`config.mk`:
```
export PLATFORM = sky130hd
export DESIGN_NAME = alu_dispatch
export DESIGN_NICKNAME = d
export VERILOG_FILES = /design/src/rtl/alu_pkg.sv /design/src/rtl/alu_dispatch_timer.sv /design/src/rtl/alu_dispatch.sv
export SDC_FILE = /design/constraint.sdc
export NUM_CORES = 1
export LEC_CHECK = 0
export BUFFER_PORTS_ARGS = -buffer_cell sky130_fd_sc_hd__buf_2
export CAP_MARGIN = 20
export CORE_MARGIN = 5
export CORE_UTILIZATION = 45
export CTS_CLUSTER_DIAMETER = 40
export CTS_CLUSTER_SIZE = 20
export DETAILED_ROUTE_END_ITERATION = 12
export GPL_TIMING_DRIVEN = 0
export PLACE_DENSITY = 0.81
export SETUP_SLACK_MARGIN = 0.1
export SLEW_MARGIN = 20
export SYNTH_ARGS = -nofsm -noshare
export SYNTH_HDL_FRONTEND = slang
export SYNTH_SLANG_ARGS = --single-unit
```
`constraint.sdc`:
```
create_clock -name clk -period 4.1 [get_ports clk]
set_clock_uncertainty 0.05 [all_clocks]
set_input_delay 0 -clock clk [delete_from_list [all_inputs] [get_ports clk]]
set_output_delay 0 -clock clk [all_outputs]
set_load 0.05 [all_outputs]
```
`src/rtl/alu_pkg.sv`:
```
// alu_pkg
//   Shared definitions for the ALU operation dispatcher and its functional
//   units: the dispatcher FSM state encoding, the unit index assigned to
//   each operation, and default widths.
package alu_pkg;

    // Dispatcher handshake states
    typedef enum logic [2:0] {
        ST_IDLE,
        ST_ISSUE,
        ST_WAIT_DONE,
        ST_WAIT_CLR,
        ST_REPORT
    } state_t;

    // Unit index (opcode) of each functional unit
    localparam logic [1:0] OP_COMPLEMENTO = 2'd0;
    localparam logic [1:0] OP_SUMA        = 2'd1;
    localparam logic [1:0] OP_SHIFT       = 2'd2;
    localparam logic [1:0] OP_AND         = 2'd3;

    // Default widths and limits
    localparam int DEFAULT_INPUTSIZE = 8;
    localparam int DEFAULT_NUM_UNITS = 4;
    localparam int DEFAULT_TIMEOUT   = 15;
    localparam int TIMER_W           = 8;

endpackage

```
`src/rtl/alu_dispatch_timer.sv`:
```
// dispatch_timer
//   Loadable down-counter used to bound the dispatcher's wait states.
//   Ports:
//     clk, rst    - clock, synchronous active-high reset
//     clear       - reload the counter with load_value (has priority)
//     load_value  - number of counted cycles minus one
//     enable      - count down this cycle (stops at zero)
//     expired     - counting and the count has reached zero
module dispatch_timer #(
    parameter int WIDTH = 8
) (
    input  logic             clk,
    input  logic             rst,
    input  logic             clear,
    input  logic [WIDTH-1:0] load_value,
    input  logic             enable,
    output logic             expired
);

    logic [WIDTH-1:0] count;

    // Reload on clear, otherwise decrement while enabled and not yet at zero
    always_ff @(posedge clk) begin
        if (rst) begin
            count <= '0;
        end else if (clear) begin
            count <= load_value;
        end else if (enable && (count != '0)) begin
            count <= count - WIDTH'(1);
        end
    end

    // Loading TIMEOUT-1 makes this fire in the TIMEOUT-th counted cycle
    assign expired = enable && (count == '0);

endmodule

```
`src/rtl/alu_dispatch.sv`:
```
// alu_dispatch
//   Initiator side of the ALU enable/done operation handshake. Accepts one
//   request at a time, raises the selected unit's enable, waits for its
//   done, captures its result, drops enable, waits for done to clear and
//   then pulses valid.
//
//   Optional feature: define ALU_DISPATCH_TIMEOUT_EN to bound both wait
//   states to TIMEOUT cycles each (error pulse and return to IDLE on expiry).
//   Without it the wait states wait indefinitely.
//
//   Ports:
//     clk, rst   - clock, synchronous active-high reset
//     start      - request strobe (only looked at in IDLE)
//     opcode     - unit index of the request
//     data       - operand of the request
//     busy       - dispatcher not in IDLE
//     enable     - one-hot enable to the units
//     unit_data  - latched operand broadcast to all units
//     done_in    - per-unit done
//     result_in  - per-unit results, unit k in [k*INPUTSIZE +: INPUTSIZE]
//     result     - last captured result
//     valid      - one-cycle completion pulse
//     error      - one-cycle illegal-opcode / timeout pulse
module alu_dispatch
    import alu_pkg::*;
#(
    parameter int INPUTSIZE = DEFAULT_INPUTSIZE,
    parameter int NUM_UNITS = DEFAULT_NUM_UNITS,
    parameter int TIMEOUT   = DEFAULT_TIMEOUT,
    localparam int OPW      = $clog2(NUM_UNITS)
) (
    input  logic                           clk,
    input  logic                           rst,
    input  logic                           start,
    input  logic [OPW-1:0]                 opcode,
    input  logic [INPUTSIZE-1:0]           data,
    output logic                           busy,
    output logic [NUM_UNITS-1:0]           enable,
    output logic [INPUTSIZE-1:0]           unit_data,
    input  logic [NUM_UNITS-1:0]           done_in,
    input  logic [NUM_UNITS*INPUTSIZE-1:0] result_in,
    output logic [INPUTSIZE-1:0]           result,
    output logic                           valid,
    output logic                           error
);

    if (NUM_UNITS < 2 || NUM_UNITS > 16 || TIMEOUT < 1 || TIMEOUT > 255) begin : g_param_check
        $error("alu_dispatch: NUM_UNITS or TIMEOUT out of range");
    end

    state_t                 state, state_next;
    logic [OPW-1:0]         sel, sel_next;
    logic [INPUTSIZE-1:0]   unit_data_next;
    logic [INPUTSIZE-1:0]   result_next;
    logic                   error_next;
    logic [NUM_UNITS-1:0]   done_q;
    logic                   sel_done;
    logic                   timeout_hit;

    // All handshake decisions look at the registered done of the selected unit
    assign sel_done = done_q[sel];

`ifdef ALU_DISPATCH_TIMEOUT_EN
    logic timer_clear;
    logic timer_count;

    // Reload on ISSUE and again when moving from WAIT_DONE to WAIT_CLR so
    // each wait state gets its own full budget
    assign timer_clear = (state == ST_ISSUE) || ((state == ST_WAIT_DONE) && sel_done);
    assign timer_count = (state == ST_WAIT_DONE) || (state == ST_WAIT_CLR);

    dispatch_timer #(
        .WIDTH (TIMER_W)
    ) u_timer (
        .clk        (clk),
        .rst        (rst),
        .clear      (timer_clear),
        .load_value (TIMER_W'(TIMEOUT - 1)),
        .enable     (timer_count),
        .expired    (timeout_hit)
    );
`else
    assign timeout_hit = 1'b0;
`endif

    // Next-state logic and next values of the latched operand, selected unit,
    // captured result and error pulse
    always_comb begin
        state_next     = state;
        sel_next       = sel;
        unit_data_next = unit_data;
        result_next    = result;
        error_next     = 1'b0;
        case (state)
            ST_IDLE: begin
                if (start) begin
                    if (int'(opcode) < NUM_UNITS) begin
                        sel_next       = opcode;
                        unit_data_next = data;
                        state_next     = ST_ISSUE;
                    end else begin
                        error_next = 1'b1;
                    end
                end
            end
            ST_ISSUE: begin
                state_next = ST_WAIT_DONE;
            end
            ST_WAIT_DONE: begin
                // A done arriving in the expiry cycle still wins
                if (sel_done) begin
                    result_next = result_in[int'(sel)*INPUTSIZE +: INPUTSIZE];
                    state_next  = ST_WAIT_CLR;
                end else if (timeout_hit) begin
                    error_next = 1'b1;
                    state_next = ST_IDLE;
                end
            end
            ST_WAIT_CLR: begin
                if (!sel_done) begin
                    state_next = ST_REPORT;
                end else if (timeout_hit) begin
                    error_next = 1'b1;
                    state_next = ST_IDLE;
                end
            end
            ST_REPORT: begin
                state_next = ST_IDLE;
            end
            default: begin
                state_next = ST_IDLE;
            end
        endcase
    end

    // State and datapath registers
    always_ff @(posedge clk) begin
        if (rst) begin
            state     <= ST_IDLE;
            sel       <= '0;
            unit_data <= '0;
            result    <= '0;
            error     <= 1'b0;
            done_q    <= '0;
        end else begin
            state     <= state_next;
            sel       <= sel_next;
            unit_data <= unit_data_next;
            result    <= result_next;
            error     <= error_next;
            done_q    <= done_in;
        end
    end

    // Enable is decoded from WAIT_DONE and also gated by rst so a reset
    // mid-handshake releases the unit without waiting for the edge
    assign enable = ((state == ST_WAIT_DONE) && !rst) ? (NUM_UNITS'(1) << sel) : '0;
    assign busy   = (state != ST_IDLE);
    assign valid  = (state == ST_REPORT);

endmodule

```
==> run_results.csv <==
group,metric,value,unit
clocking,clk_pin_slew,130,ps
placed_design,placed_cell_area,0.001639,mm²
floorplan,core_area,0.002710,mm²
global_routing,grt-ovfl-total,0,
cells_and_area,diodes,0,
hold_path,worstHoldStart,"rst",
synthesis,synth.yosys.seq_area_share,39.88,%
detailed_routing,avgRoutedWirePerCell,14.71,µm
placed_design,hpwl,2657,µm
detailed_routing,wirelength,3633,µm
sta,min_period_over_period,47.14,%
synthesis,synth.distinct_cells,30,
placed_design,gp_congestion,0.8208,
clocking,cts_resized,0,
sta,setup_tns,0,ps
global_routing,antenna_found_initial,0,
critical_path,crit_required,4050,ps
sta,tightest_slew,907.4,ps
sta,drv_slew,0,
clocking,htreeDepth,1,
critical_path,startpoint,"state[0]",
sta,min_period,1933,ps
critical_path,cp.arrival,1880,ps
floorplan,start_util,46.31,%
floorplan,rows,19,
global_routing,grt_pass1_wl,6030,µm
synthesis,syn_nets,173,
cells_and_area,synthToLayoutAreaGrowth,48.16,%
cells_and_area,nets,266,
cells_and_area,stdcell_area,0.001859,mm²
pwr,p_leak,0.0008556,µW
critical_path,cpPeakStageDelay,550,ps
critical_path,crit_chain,"clkbuf_1 > nor4b_1 > nor3b_1 > buf_2",
critical_path,slowest_stage,"nor4b_1",
sta,max_slew_margin,39.35,%
global_routing,grt.total_usage,18.63,%
sta,rsz0062_at_grt,"false",
global_routing,grt_pass1_vias,1337,
detailed_routing,ant_nets,0,
pwr,ir_worst_vdd,0.2509,mV
floorplan,pin_count,72,
critical_path,r2r_start,"state[0]",
synthesis,yosys-top-cells-area,"dfxtp_1 (40%), mux4_2 (13%), nand2_1 (6.6%), a21oi_1 (6.4%), a21bo_1 (4.8%)",
synthesis,synth_area,0.001255,mm²
floorplan,die_x,62.81,µm
synthesis,ys_seq_elements,25,
floorplan,chipHeight,62.81,µm
placed_design,port-buffer-count,69,
sta,hold_viol,0,
critical_path,path_class,"flop to output pin",
floorplan,dieArea,0.003945,mm²
hold_path,hold_class,"input port to flop",
synthesis,yosysWarnings,0,
pwr,power_density,290.8,mW/mm²
detailed_routing,vias,1298,
clocking,numCtsBuffers,3,
detailed_routing,dr.pass1.iters,4,
synthesis,post-synth-top-area-fraction,39.88,%
sta,max_freq,517.4,MHz
detailed_routing,drtIter0Drc,45,
sta,setup_viol_count_final,0,
clocking,clock_tree.root_cell,"clkbuf_4",
clocking,clk_path_buf_depth,2,
synthesis,synth_area_leader_cell,"dfxtp_1",
clocking,clock_latency,310,ps
critical_path,path_max_fanout,7,
critical_path,cp-end-kind,"output pin",
critical_path,critPathLaunchType,"flop",
clocking,numClockSinks,25,
detailed_routing,via_per_inst,5.255,
cells_and_area,layout_commonest_cell,"buf_2",
detailed_routing,drc,0,
outcome,run_status,"finished, final reports clean",
cells_and_area,final_cell_mix,"buf_2 (72), dfxtp_1 (25), nand2_1 (22)",
job,drv_cap,0,
global_routing,grt_max_degree,16,
sta,worst_hold_slack,17.98,ps
cells_and_area,drive_gt1_share,43.52,%
synthesis,avgSynthCellArea,10.12,µm²
synthesis,syn_inst,124,
clocking,cts_tree,"built",
-- report_power, final --
part / internal (µW) / total, µW / switching, µW
Combinational: 73.2 / 167 / 93.9
Clock: 37.2 / 110 / 72.5
Sequential: 256 / 264 / 7.82
Total: 366 / 541 / 174
-- logic make-up (layout without fill, tap and decap cells) --
kind of cell	Yosys count	after routing	share of synthesized area [%]
mux	9	9	16.75
buf+inv	13	105	6.580
simple gates	49	49	21.74
other cells	1	1	0.2988
compound gates	27	27	14.76
flops	25	25	39.88
-- worst max-delay path: cells and delay by family, from the launching register on --
family	cells	cell delay [ps]
buffers and inverters	2	470
flip-flops	1	320
AND/OR/NAND/NOR	2	790
-- sequential cells by signal, indices dropped and copies added, names as in the netlist --
signal and flops:
done_q 4, result 8, sel 2, state 3, unit_data 8
-- synthesized netlist by cell type, drive strengths merged --
cell,count
buf,7
dfxtp,25
and3,1
nor3b,2
clkbuf,6
nor3,1
a22oi,1
and2,1
nand3,8
or4b,1
nor4,2
or3,1
nor2,3
and3b,1
a21oi,18
nand2,22
conb,1
mux4,9
nor4b,2
a21bo,8
nor2b,4
-- final cells by class --
| class | count | area (µm²) |
|---|---|---|
| clock buffer | 3 | 22.52 |
| tap | 31 | 38.79 |
| timing repair buffer | 88 | 535.5 |
| buffer | 13 | 82.58 |
| sequential | 25 | 500.5 |
| fill | 220 | 850.8 |
| clock inverter | 1 | 7.507 |
| multi-input combinational | 86 | 671.9 |
-- what timing repair did --
| action | in CTS | in global routing |
|---|---|---|
| buffers inserted | 0 | 0 |
| endpoints found under the hold margin | 15 | 0 |
| hold buffers | 19 | 0 |
| endpoints found under the setup margin | 0 | 0 |
-- path summary, 6_finish.rpt --
path	end	slack, ps	cells past startpoint
min reg2reg	unit_data[7]	420	2
max	enable[0]	2170	4
min	state[1]	20	2
max reg2reg	unit_data[6]	2370	4
-- stage by stage --
| stage | total power, µW | setup WS [ps] | util [%] | instances |
|---|---|---|---|---|
| final | 540.7 | 2167 | 68.61 | 247 |
| after global routing | 570.3 | 1992 | 68.61 | 247 |
| after CTS | 545.6 | 2159 | 68.61 | 247 |
| after detailed placement | 422.2 | 2402 | 60.48 | 224 |
| after global placement | 416.8 | 2476 | 60.48 | 224 |
| after floorplan | 375.1 | 1969 | - | 124 |
-- metal layers --
metal | global-route usage, % | share of wire (%) | vias to the layer above
met1 | 20.09 | 37 | 603
li1 | - | - | 624
met2 | 34.20 | 52 | 65
met5 | 0 | 0 | -
met4 | 5.570 | 1.3 | 0
met3 | 5.935 | 10 | 6
Note: power is estimated with default switching activity, not from simulation.
